File: src/rtl/msp430_ctrl_fsm_pkg.sv
// Shared encodings for the MSP430 control sequencer: FSM states, MAB selects,
// instruction formats and the format I / format II opcode constants.
package msp430_ctrl_fsm_pkg;

    localparam logic [3:0] ST_FETCH   = 4'd0;
    localparam logic [3:0] ST_DECODE  = 4'd1;
    localparam logic [3:0] ST_SRC_EXT = 4'd2;
    localparam logic [3:0] ST_SRC_RD  = 4'd3;
    localparam logic [3:0] ST_DST_EXT = 4'd4;
    localparam logic [3:0] ST_DST_RD  = 4'd5;
    localparam logic [3:0] ST_EXEC    = 4'd6;
    localparam logic [3:0] ST_DST_WR  = 4'd7;
    localparam logic [3:0] ST_JUMP    = 4'd8;

    localparam logic [1:0] MAB_PC  = 2'd0;
    localparam logic [1:0] MAB_SRC = 2'd1;
    localparam logic [1:0] MAB_DST = 2'd2;

    typedef logic [1:0] fmt_t;
    localparam fmt_t FMT_NONE = 2'd0;
    localparam fmt_t FMT_I    = 2'd1;
    localparam fmt_t FMT_II   = 2'd2;
    localparam fmt_t FMT_J    = 2'd3;

    localparam logic [3:0] OP_MOV  = 4'h4;
    localparam logic [3:0] OP_CMP  = 4'h9;
    localparam logic [3:0] OP_BIT  = 4'hB;
    localparam logic [3:0] OP_BIC  = 4'hC;
    localparam logic [3:0] OP_BIS  = 4'hD;

    localparam logic [2:0] FS_RRC  = 3'd0;
    localparam logic [2:0] FS_SWPB = 3'd1;
    localparam logic [2:0] FS_RRA  = 3'd2;
    localparam logic [2:0] FS_SXT  = 3'd3;
    localparam logic [2:0] FS_PUSH = 3'd4;
    localparam logic [2:0] FS_CALL = 3'd5;
    localparam logic [2:0] FS_RETI = 3'd6;

endpackage

File: src/rtl/msp430_mode_dec.sv
// Combinational addressing-mode decoder: works out which memory phases the
// instruction in ir needs and which writes it performs.
module msp430_mode_dec
    import msp430_ctrl_fsm_pkg::*;
#(
    parameter bit CG_ENABLE = 1'b1
) (
    input  logic [15:0] i_ir,
    output fmt_t        o_fmt,
    output logic        o_need_src_ext,
    output logic        o_need_src_rd,
    output logic        o_need_dst_ext,
    output logic        o_need_dst_rd,
    output logic        o_need_dst_wr,
    output logic        o_ainc,
    output logic [1:0]  o_ainc_amt,
    output logic        o_illegal_op,
    output logic        o_msr,
    output logic        o_rw
);

    fmt_t       w_fmt;
    logic [3:0] w_op;
    logic [2:0] w_op2;
    logic [3:0] w_reg;
    logic [1:0] w_as;
    logic       w_ad;
    logic       w_bw;
    logic       w_fmt1;
    logic       w_has_src;
    logic       w_cg;
    logic       w_single_ok;

    always_comb begin
        w_fmt = FMT_NONE;
        if (i_ir[15:13] == 3'b001)
            w_fmt = FMT_J;
        else if (i_ir[15:12] == 4'b0001)
            w_fmt = FMT_II;
        else if (i_ir[15:12] >= 4'h4)
            w_fmt = FMT_I;
    end

    assign w_fmt1    = (w_fmt == FMT_I);
    assign w_has_src = w_fmt1 || (w_fmt == FMT_II);
    assign w_op      = i_ir[15:12];
    assign w_op2     = i_ir[9:7];
    assign w_reg     = w_fmt1 ? i_ir[11:8] : i_ir[3:0];
    assign w_as      = i_ir[5:4];
    assign w_ad      = i_ir[7];
    assign w_bw      = i_ir[6];

    // R3 in any mode and R2 in modes 10/11 synthesise constants, never touching memory
    assign w_cg = CG_ENABLE && ((w_reg == 4'd3) || ((w_reg == 4'd2) && w_as[1]));

    // Only the four shift/extend ops are implemented in format II
    assign w_single_ok = (w_fmt == FMT_II) && (w_op2 <= FS_SXT);

    assign o_need_src_ext = w_has_src && !w_cg &&
                            ((w_as == 2'b01) || ((w_as == 2'b11) && (w_reg == 4'd0)));
    assign o_need_src_rd  = w_has_src && !w_cg &&
                            ((w_as == 2'b01) || (w_as == 2'b10) ||
                             ((w_as == 2'b11) && (w_reg != 4'd0)));
    assign o_need_dst_ext = w_fmt1 && w_ad;
    assign o_need_dst_rd  = o_need_dst_ext && (w_op != OP_MOV);
    assign o_need_dst_wr  = (w_fmt1 && w_ad && (w_op != OP_CMP) && (w_op != OP_BIT)) ||
                            (w_single_ok && o_need_src_rd);

    assign o_ainc     = w_has_src && !w_cg && (w_as == 2'b11) && (w_reg != 4'd0);
    assign o_ainc_amt = (w_bw && (w_reg > 4'd1)) ? 2'd1 : 2'd2;

    assign o_fmt        = w_fmt;
    assign o_illegal_op = (w_fmt == FMT_NONE) || ((w_fmt == FMT_II) && !w_single_ok);
    assign o_rw         = (w_fmt1 && (w_op != OP_CMP) && (w_op != OP_BIT)) || w_single_ok;
    assign o_msr        = (w_fmt1 && (w_op != OP_MOV) && (w_op != OP_BIC) && (w_op != OP_BIS)) ||
                          (w_single_ok && (w_op2 != FS_SWPB));

endmodule

File: src/rtl/msp430_ctrl_fsm.sv
// MSP430 control sequencer: walks one instruction through fetch, extension
// words, operand reads, execute, writeback or jump.
module msp430_ctrl_fsm
    import msp430_ctrl_fsm_pkg::*;
#(
    parameter logic [3:0] RESET_STATE = ST_FETCH,
    parameter bit         CG_ENABLE   = 1'b1
) (
    input  logic        i_clk,
    input  logic        i_rst,
    input  logic [15:0] i_ir,
    input  logic        i_mem_ready,
    input  logic        i_jump_taken,
    output logic [1:0]  o_mab_sel,
    output logic        o_mem_rd,
    output logic        o_mem_wr,
    output logic        o_pc_inc,
    output logic        o_pc_load,
    output logic        o_ir_load,
    output logic        o_src_ext_load,
    output logic        o_dst_ext_load,
    output logic        o_src_op_load,
    output logic        o_dst_op_load,
    output logic        o_reg_we,
    output logic        o_sr_we,
    output logic        o_ainc_we,
    output logic [1:0]  o_ainc_amt,
    output logic        o_instr_done,
    output logic        o_illegal,
    output logic [3:0]  o_state
);

    logic [3:0] r_state;
    logic [3:0] w_next;
    fmt_t       w_fmt;
    logic       w_need_src_ext, w_need_src_rd, w_need_dst_ext, w_need_dst_rd, w_need_dst_wr;
    logic       w_ainc, w_illegal_op, w_msr, w_rw;
    logic [1:0] w_ainc_amt;
    logic [3:0] w_after_src_rd, w_after_src_ext, w_after_decode, w_after_dst_ext;

    msp430_mode_dec #(.CG_ENABLE(CG_ENABLE)) u_mode_dec (
        .i_ir           (i_ir),
        .o_fmt          (w_fmt),
        .o_need_src_ext (w_need_src_ext),
        .o_need_src_rd  (w_need_src_rd),
        .o_need_dst_ext (w_need_dst_ext),
        .o_need_dst_rd  (w_need_dst_rd),
        .o_need_dst_wr  (w_need_dst_wr),
        .o_ainc         (w_ainc),
        .o_ainc_amt     (w_ainc_amt),
        .o_illegal_op   (w_illegal_op),
        .o_msr          (w_msr),
        .o_rw           (w_rw)
    );

    // Each phase hands over to the first later phase the instruction still needs
    assign w_after_dst_ext = w_need_dst_rd  ? ST_DST_RD  : ST_EXEC;
    assign w_after_src_rd  = w_need_dst_ext ? ST_DST_EXT : ST_EXEC;
    assign w_after_src_ext = w_need_src_rd  ? ST_SRC_RD  : w_after_src_rd;
    assign w_after_decode  = w_need_src_ext ? ST_SRC_EXT : w_after_src_ext;

    always_ff @(posedge i_clk) begin
        if (i_rst)
            r_state <= RESET_STATE;
        else
            r_state <= w_next;
    end

    // Outputs are forced low while reset is held so an in-flight write is dropped
    always_comb begin
        w_next         = r_state;
        o_mab_sel      = MAB_PC;
        o_mem_rd       = 1'b0;
        o_mem_wr       = 1'b0;
        o_pc_inc       = 1'b0;
        o_pc_load      = 1'b0;
        o_ir_load      = 1'b0;
        o_src_ext_load = 1'b0;
        o_dst_ext_load = 1'b0;
        o_src_op_load  = 1'b0;
        o_dst_op_load  = 1'b0;
        o_reg_we       = 1'b0;
        o_sr_we        = 1'b0;
        o_ainc_we      = 1'b0;
        o_ainc_amt     = 2'd0;
        o_instr_done   = 1'b0;
        o_illegal      = 1'b0;
        if (!i_rst) begin
            case (r_state)
                ST_FETCH: begin
                    o_mem_rd = 1'b1;
                    if (i_mem_ready) begin
                        o_ir_load = 1'b1;
                        o_pc_inc  = 1'b1;
                        w_next    = ST_DECODE;
                    end
                end
                ST_DECODE: begin
                    if (w_illegal_op) begin
                        o_illegal = 1'b1;
                        w_next    = ST_FETCH;
                    end else if (w_fmt == FMT_J) begin
                        w_next = ST_JUMP;
                    end else begin
                        w_next = w_after_decode;
                    end
                end
                ST_SRC_EXT: begin
                    o_mem_rd = 1'b1;
                    if (i_mem_ready) begin
                        o_src_ext_load = 1'b1;
                        o_pc_inc       = 1'b1;
                        w_next         = w_after_src_ext;
                    end
                end
                ST_SRC_RD: begin
                    o_mab_sel = MAB_SRC;
                    o_mem_rd  = 1'b1;
                    if (i_mem_ready) begin
                        o_src_op_load = 1'b1;
                        w_next        = w_after_src_rd;
                    end
                end
                ST_DST_EXT: begin
                    o_mem_rd = 1'b1;
                    if (i_mem_ready) begin
                        o_dst_ext_load = 1'b1;
                        o_pc_inc       = 1'b1;
                        w_next         = w_after_dst_ext;
                    end
                end
                ST_DST_RD: begin
                    o_mab_sel = MAB_DST;
                    o_mem_rd  = 1'b1;
                    if (i_mem_ready) begin
                        o_dst_op_load = 1'b1;
                        w_next        = ST_EXEC;
                    end
                end
                ST_EXEC: begin
                    o_sr_we    = w_msr;
                    o_reg_we   = w_rw && !w_need_dst_wr;
                    o_ainc_we  = w_ainc;
                    o_ainc_amt = w_ainc ? w_ainc_amt : 2'd0;
                    if (w_need_dst_wr) begin
                        w_next = ST_DST_WR;
                    end else begin
                        o_instr_done = 1'b1;
                        w_next       = ST_FETCH;
                    end
                end
                ST_DST_WR: begin
                    o_mab_sel = MAB_DST;
                    o_mem_wr  = 1'b1;
                    if (i_mem_ready) begin
                        o_instr_done = 1'b1;
                        w_next       = ST_FETCH;
                    end
                end
                ST_JUMP: begin
                    o_pc_load    = i_jump_taken;
                    o_instr_done = 1'b1;
                    w_next       = ST_FETCH;
                end
                default: w_next = ST_FETCH;
            endcase
        end
    end

    assign o_state = r_state;

endmodule

File: config.mk
export PLATFORM = sky130hd
export DESIGN_NAME = msp430_ctrl_fsm
export DESIGN_NICKNAME = d
export VERILOG_FILES = /design/src/rtl/msp430_ctrl_fsm_pkg.sv /design/src/rtl/msp430_mode_dec.sv /design/src/rtl/msp430_ctrl_fsm.sv
export SDC_FILE = /design/constraint.sdc
export NUM_CORES = 1
export LEC_CHECK = 0
export CORE_MARGIN = 1
export CORE_UTILIZATION = 25
export CTS_BUF_LIST = sky130_fd_sc_hd__clkbuf_16
export DETAILED_ROUTE_END_ITERATION = 6
export GPL_TIMING_DRIVEN = 1
export SKIP_LAST_GASP = 1
export SYNTH_ARGS = -nofsm -noshare
export SYNTH_HDL_FRONTEND = slang
export SYNTH_SLANG_ARGS = --single-unit
File: constraint.sdc
create_clock -name i_clk -period 3.1 [get_ports i_clk]
set_clock_uncertainty 0.15 [all_clocks]
set_input_delay 0.31 -clock i_clk [delete_from_list [all_inputs] [get_ports i_clk]]
set_output_delay 0.31 -clock i_clk [all_outputs]
set_load 0.1 [all_outputs]
==> results.cfg, run 1 <==
[status]
run_status = complete, no violations

[cts]
ctsLongestPathBuffers = 2
cts.sink_count = 4
cts_h_tree_depth = 1
tritoncts = done
cts-root-buf = sky130_fd_sc_hd__clkbuf_16
cts_inserted_buffers = 3
path_clk_slew_ns = 0.03
clock_latency_reported_for_the_late_side_of_the_worst_skew_pair_ns = 0.23
hold_buffers = 0

[cells_and_area]
antenna_cells_inserted = 0
syn_to_final_growth_pct = 84.5
most-common-layout-cells = 20 x sky130_fd_sc_hd__buf_4, 17 x sky130_fd_sc_hd__clkdlybuf4s50_1, 10 x sky130_fd_sc_hd__nor2_1, 10 x sky130_fd_sc_hd__buf_12, 7 x sky130_fd_sc_hd__nand2_1
post_route_cells_drive_above_1_share = 0.371
num-nets-final = 203
layout.cells.most_common = sky130_fd_sc_hd__buf_4
max_ffs_per_register = 4

[placement]
finalWeightedCongestion = 0.858
detailed_place_hpwl_mm = 2.49
port_buffers = 41
place_ws_ns = -0.0162

[logic_synthesis]
synth.top_cells.by_area = sky130_fd_sc_hd__dfxtp_1 9.0%, sky130_fd_sc_hd__ha_1 8.4%, sky130_fd_sc_hd__nor2_1 5.5%
synth.avg_cell_area_um2 = 6.87
synthDistinctLibCells = 51
post_synth_top_area_share = 0.0896
postSynthNetCount = 156
synthesis_stage_register_bit_count = 4
synth_area_leader_cell = sky130_fd_sc_hd__dfxtp_1
dominantRegCellSynth = sky130_fd_sc_hd__dfxtp_1
post_synth_instance_area_um2 = 893
number_of_enable_type_register_cells_in_the_synthesized_netlist = 0
synthArstFlopShare = 0
synthesis.instances = 130
yosysWarningCount = 0
synth_seq_area_share = 0.0896

[timing]
final_critical_path_setup_slack_ns = 0.137
totalNegativeSetupSlack_ns = 0
max-slew-margin-rel = 0.702
timing.final.max_slew_violations = 0
final.min_clock_period_ns = 2.96
finalSetupViolations = 0
fin_crit_sh = 0.956
worst_max_slew_pin_slew_ns = 0.440
hold_viol = 0
fmax_ghz = 0.337
unrepaired_setup_endpoints_after_global_routing = no

[die]
die-height_um = 61.8
die_area_mm2 = 0.00382
number_of_top_level_design_ports = 42
floorplan.initialDensity = 0.264
fp.dieW_um = 61.8
design.core.area_mm2 = 0.00339
placementRows = 21

[setup_path]
worstPathCellList = clkdlybuf4s50_1 -> nor3_4 -> inv_1 -> ha_4 -> nor4_4 -> o21ai_2 -> nand2_2 -> a21oi_2 -> a21oi_2 -> nor2b_2 -> buf_12
setup.worst_path.end_class = primary output
class_of_the_most_critical_setup_path = in -> out
cpLargestDelayFamily = simple AND/OR/NAND/NOR gates
timing.critical_path.mode_cell = sky130_fd_sc_hd__a21oi_2
critical_path_required_ns = 2.64
critical_path_arrival_ns = 2.50
cpPeakStageDelay_ns = 0.50
critical_path_buf_inv_count = 3
critical_path.max_fanout = 6
critPathLaunchType = input pin
crit_slowest_cell = sky130_fd_sc_hd__clkdlybuf4s50_1

[detailed_routing]
dr_total_vias = 1142
final_antenna_net_count = 0
avgViaCountPerCell = 5.17
post_detailed_route_drc_marker_count = 0
routed_wl_mm = 3.01
drtIter0Drc = 34
drtPass1Iterations = 4
drt-wirelength-per-cell_um = 13.6

[global_route]
grt_start_max_net_pins = 23
antenna_found_initial = 0
global_route_wire_length_before_repair_mm = 4.79
overflow = 0
grt_pass1_vias = 1076
track_usage = 0.167

[power_and_ir_drop]
ir_drop_mv = 0.268
power.density_mw_per_mm2 = 677
cellLeakagePower_nw = 0.631

[run]
drv_cap = 0

[min_path]
hold_path_class = reg -> reg
==> cell families (layout without fill, tap and decap cells) <==
group                    count (synthesis)  in the layout  synth area share
flip-flops                               4              4            0.0896
AO/OA/AOI/OAI                           41             41             0.322
adder cells (fa/ha/maj)                  6              6            0.0840
multiplexers                             1              1            0.0112
buffers and inverters                   14             59            0.0714
AND/OR/NAND/NOR                         64             64             0.422
==> tightest hold or removal path, stage by stage (launching register included) <==
cell	delay [ns]
sky130_fd_sc_hd__dfxtp_2	0.43
sky130_fd_sc_hd__nand3_1	0.14
sky130_fd_sc_hd__o211ai_2	0.09
==> repair_timing <==
action                     in CTS  in global routing
pin swaps                       0                  1
setup endpoints to repair       1                  4
gates resized for setup         2                  3
setup buffers                   0                  1
==> Yosys cell counts, types with 3 or more instances <==
| cell type | instances |
|---|---|
| sky130_fd_sc_hd__nand2_1 | 8 |
| sky130_fd_sc_hd__nor3_1 | 6 |
| sky130_fd_sc_hd__o21ai_1 | 3 |
| sky130_fd_sc_hd__nand3_1 | 5 |
| sky130_fd_sc_hd__nand2b_1 | 4 |
| sky130_fd_sc_hd__nor2_1 | 13 |
| sky130_fd_sc_hd__ha_1 | 6 |
| sky130_fd_sc_hd__a31oi_1 | 3 |
| sky130_fd_sc_hd__nand3b_1 | 5 |
| sky130_fd_sc_hd__dfxtp_1 | 4 |
| sky130_fd_sc_hd__buf_2 | 3 |
| sky130_fd_sc_hd__inv_1 | 6 |
| sky130_fd_sc_hd__a21oi_1 | 6 |
| sky130_fd_sc_hd__o21ai_0 | 7 |
| sky130_fd_sc_hd__nor2b_1 | 7 |
==> layer usage <==
layer,GRT usage,routed length (µm)
met4,0.0381,14
met5,0,0
met3,0.0166,153
met2,0.321,1580
met1,0.199,1260
==> power breakdown <==
part	internal [mW]	switching (mW)	total (mW)
Combinational	0.250	0.484	0.734
Sequential	0.0760	0.0969	0.173
Clock	0.165	0.0426	0.208
Total	0.491	0.624	1.12
==> metrics by stage <==
| stage | total power [mW] | cells | util | hold slack (ns) | instance area [µm²] |
|---|---|---|---|---|---|
| CTS | 1.11 | 220 | 0.480 | 0.560 | 1630 |
| global placement | 0.899 | 217 | 0.458 | 0.545 | 1550 |
| finish | 1.12 | 221 | 0.486 | 0.558 | 1650 |
| floorplan | 0.720 | 130 | - | 0.382 | 998 |
| global route | 1.18 | 221 | 0.486 | 0.605 | 1650 |
| detailed placement | 0.905 | 217 | 0.458 | 0.552 | 1550 |
==> path summary, 6_finish.rpt <==
| path | startpoint | endpoint | slack (ns) | cells past startpoint |
|---|---|---|---|---|
| setup reg to reg | o_state[1]$_SDFFE_PP0P_ | o_state[2]$_SDFFE_PP0P_ | 1.13 | 6 |
| hold reg to reg | o_state[2]$_SDFFE_PP0P_ | o_state[2]$_SDFFE_PP0P_ | 0.56 | 2 |
| setup / recovery | i_ir[13] | o_reg_we | 0.14 | 11 |
| hold / removal | o_state[2]$_SDFFE_PP0P_ | o_state[2]$_SDFFE_PP0P_ | 0.56 | 2 |
==> area by class of cell <==
type	count	area (µm²)
Clock buffer	3	75.1
Sequential cell	4	85.1
Inverter	7	26.3
Fill cell	330	1740
Timing Repair Buffer	49	542
Multi-Input combinational cell	112	862
Tap cell	46	57.6
No activity file was read; power rests on OpenSTA's default activity.
==> inputs of run 2 (changes only) <==
- PLACE_DENSITY_LB_ADDON: not set -> 0.1
==> run 2 against run 1 <==
- sequential share of layout area barely moved
- via count increased by 2.1%
- critical path type unchanged
- critical endpoint is now o_ainc_amt[1]
- final area increased by 0.84%
- non-clock buffer count up 2
- combinational power is 6.0% higher
- routed wire length decreased by 0.73%
- cell count increased by 0.90%
- largest power group unchanged
==> results.cfg, run 2 (same netlist as run 1, synthesis figures left out) <==
[status]
run_status = complete, no violations

[global_route]
overflow = 0
grt_pass1_vias = 1070
antenna_found_initial = 0
global_route_wire_length_before_repair_mm = 4.93
grt_start_max_net_pins = 22
track_usage = 0.169

[cts]
ctsLongestPathBuffers = 2
hold_buffers = 0
cts-root-buf = sky130_fd_sc_hd__clkbuf_16
cts.sink_count = 4
tritoncts = done
path_clk_slew_ns = 0.03
clock_latency_reported_for_the_late_side_of_the_worst_skew_pair_ns = 0.22
cts_h_tree_depth = 1
cts_inserted_buffers = 3

[die]
floorplan.initialDensity = 0.264
number_of_top_level_design_ports = 42
die_area_mm2 = 0.00382
design.core.area_mm2 = 0.00339
die-height_um = 61.8
placementRows = 21
fp.dieW_um = 61.8

[setup_path]
r2r_slack_ns = 1.18
timing.critical_path.mode_cell = sky130_fd_sc_hd__nor3_4
critical_path.max_fanout = 6
rr_worst_depth = 7
setup.worst_path.start = i_ir[13]
class_of_the_most_critical_setup_path = in -> out
setup.worst_path.end_class = primary output
critical_path_arrival_ns = 2.46
worstPathCellList = clkdlybuf4s50_1 -> nor3_4 -> inv_1 -> ha_2 -> nor4b_4 -> o21ai_2 -> nand2_2 -> nor3_4 -> a21boi_2 -> buf_12
cpLargestDelayFamily = buffers and inverters
crit-reg2reg-capture = o_state[2]$_SDFFE_PP0P_
crit_slowest_cell = sky130_fd_sc_hd__clkdlybuf4s50_1
worst_r2r_startpoint = o_state[1]$_SDFFE_PP0P_
critPathLaunchType = input pin
path_depth = 10
critical_path_required_ns = 2.64
cpPeakStageDelay_ns = 0.49
critical_path_buf_inv_count = 3
crit_path_end = o_ainc_amt[1]

[cells_and_area]
max_ffs_per_register = 4
num-fill-cells = 326
antenna_cells_inserted = 0
syn_to_final_growth_pct = 86.0
post_route_cells_drive_above_1_share = 0.379
design_area_mm2 = 0.00166
multi_input_comb_area_um2 = 857
final_design_utilization = 0.490
layout.cells.non_filler = 223
layout.cells.most_common = sky130_fd_sc_hd__buf_4
num-nets-final = 205
sequential_cell_area_um2 = 85.1
most-common-layout-cells = 22 x sky130_fd_sc_hd__buf_4, 17 x sky130_fd_sc_hd__clkdlybuf4s50_1, 10 x sky130_fd_sc_hd__nor2_1, 10 x sky130_fd_sc_hd__buf_12, 7 x sky130_fd_sc_hd__nand2_1

[min_path]
timing.hold.worst_path_depth = 2
hold_path_class = reg -> reg

[power_and_ir_drop]
power.net_switching_mw = 0.627
power.density_mw_per_mm2 = 677
internal_power_mw = 0.498
netSwitchingFraction = 0.558
cellLeakagePower_nw = 0.647
pwr-share-seq = 0.129
comb_power_share = 0.691
clock_power_share = 0.180
ir_drop_mv = 0.270
design_power_total_mw = 1.13

[detailed_routing]
avgViaCountPerCell = 5.23
routed_wl_mm = 2.99
post_detailed_route_drc_marker_count = 0
final_antenna_net_count = 0
dr_total_vias = 1166
drtIter0Drc = 59
drt-wirelength-per-cell_um = 13.4
drtPass1Iterations = 4

[timing]
unrepaired_setup_endpoints_after_global_routing = no
final.min_clock_period_ns = 2.92
holdWs_ns = 0.538
worst_max_slew_pin_slew_ns = 0.482
finalSetupViolations = 0
timing.final.max_slew_violations = 0
max-slew-margin-rel = 0.674
hold_viol = 0
fin_crit_sh = 0.942
fmax_ghz = 0.342

[placement]
detailed_place_hpwl_mm = 2.37
finalWeightedCongestion = 0.924
port_buffers = 41
dpl_cell_area_mm2 = 0.00156
place_inst = 218

[run]
drv_cap = 0
==> run 2: final cells by class <==
| cell class | instances | share of cell area |
|---|---|---|
| multi-input combinational | 112 | 0.516 |
| timing repair buffer | 51 | 0.337 |
| sequential | 4 | 0.0512 |
| clock buffer | 3 | 0.0452 |
| tap | 46 | 0.0346 |
| inverter | 7 | 0.0158 |
==> run 2: worst min path at each step <==
stage	start	endpoint
5_1_grt	o_state[1]$_SDFFE_PP0P_	o_state[3]$_SDFFE_PP0P_
3_5_place_dp	o_state[1]$_SDFFE_PP0P_	o_state[3]$_SDFFE_PP0P_
4_1_cts	o_state[1]$_SDFFE_PP0P_	o_state[3]$_SDFFE_PP0P_
6_report	o_state[1]$_SDFFE_PP0P_	o_state[3]$_SDFFE_PP0P_
2_1_floorplan	i_rst	o_state[1]$_SDFFE_PP0P_
3_3_place_gp	o_state[1]$_SDFFE_PP0P_	o_state[3]$_SDFFE_PP0P_
==> run 2: per-layer routing <==
metal / up-vias / track usage / share of wire
li1: 586 / - / -
met1: 549 / 0.228 / 0.46
met2: 29 / 0.295 / 0.49
met3: 2 / 0.0166 / 0.043
met4: 0 / 0.0286 / 0.0084
met5: - / 0 / 0
==> run 2: metrics by stage <==
step,setup slack (ns),setup TNS [ns]
floorplan,-0.525,-0.621
global placement,0.0760,0
detailed placement,-0.00683,-0.00683
CTS,0.0208,0
global route,0.00345,0
finish,0.180,0
==> run 2: what timing repair did <==
action | 4_1_cts | 5_1_grt
endpoints found under the setup margin | 1 | 4
cloned | 0 | 0
buffers inserted | 0 | 2
resized for setup | 0 | 5
pin swaps | 1 | 3
==> run 2: power groups by stage <==
stage	combinational (mW)	sequential, mW	clock [mW]
2_1_floorplan	0.491	0.229	0
3_3_place_gp	0.776	0.144	0
3_5_place_dp	0.775	0.144	0
4_1_cts	0.778	0.143	0.206
5_1_grt	0.834	0.150	0.210
6_report	0.778	0.145	0.202
==> run 2: worst min-delay path, stage by stage, from the launching register on <==
cell	delay [ns]
sky130_fd_sc_hd__dfxtp_2	0.31
sky130_fd_sc_hd__buf_4	0.24
sky130_fd_sc_hd__nor4b_1	0.09
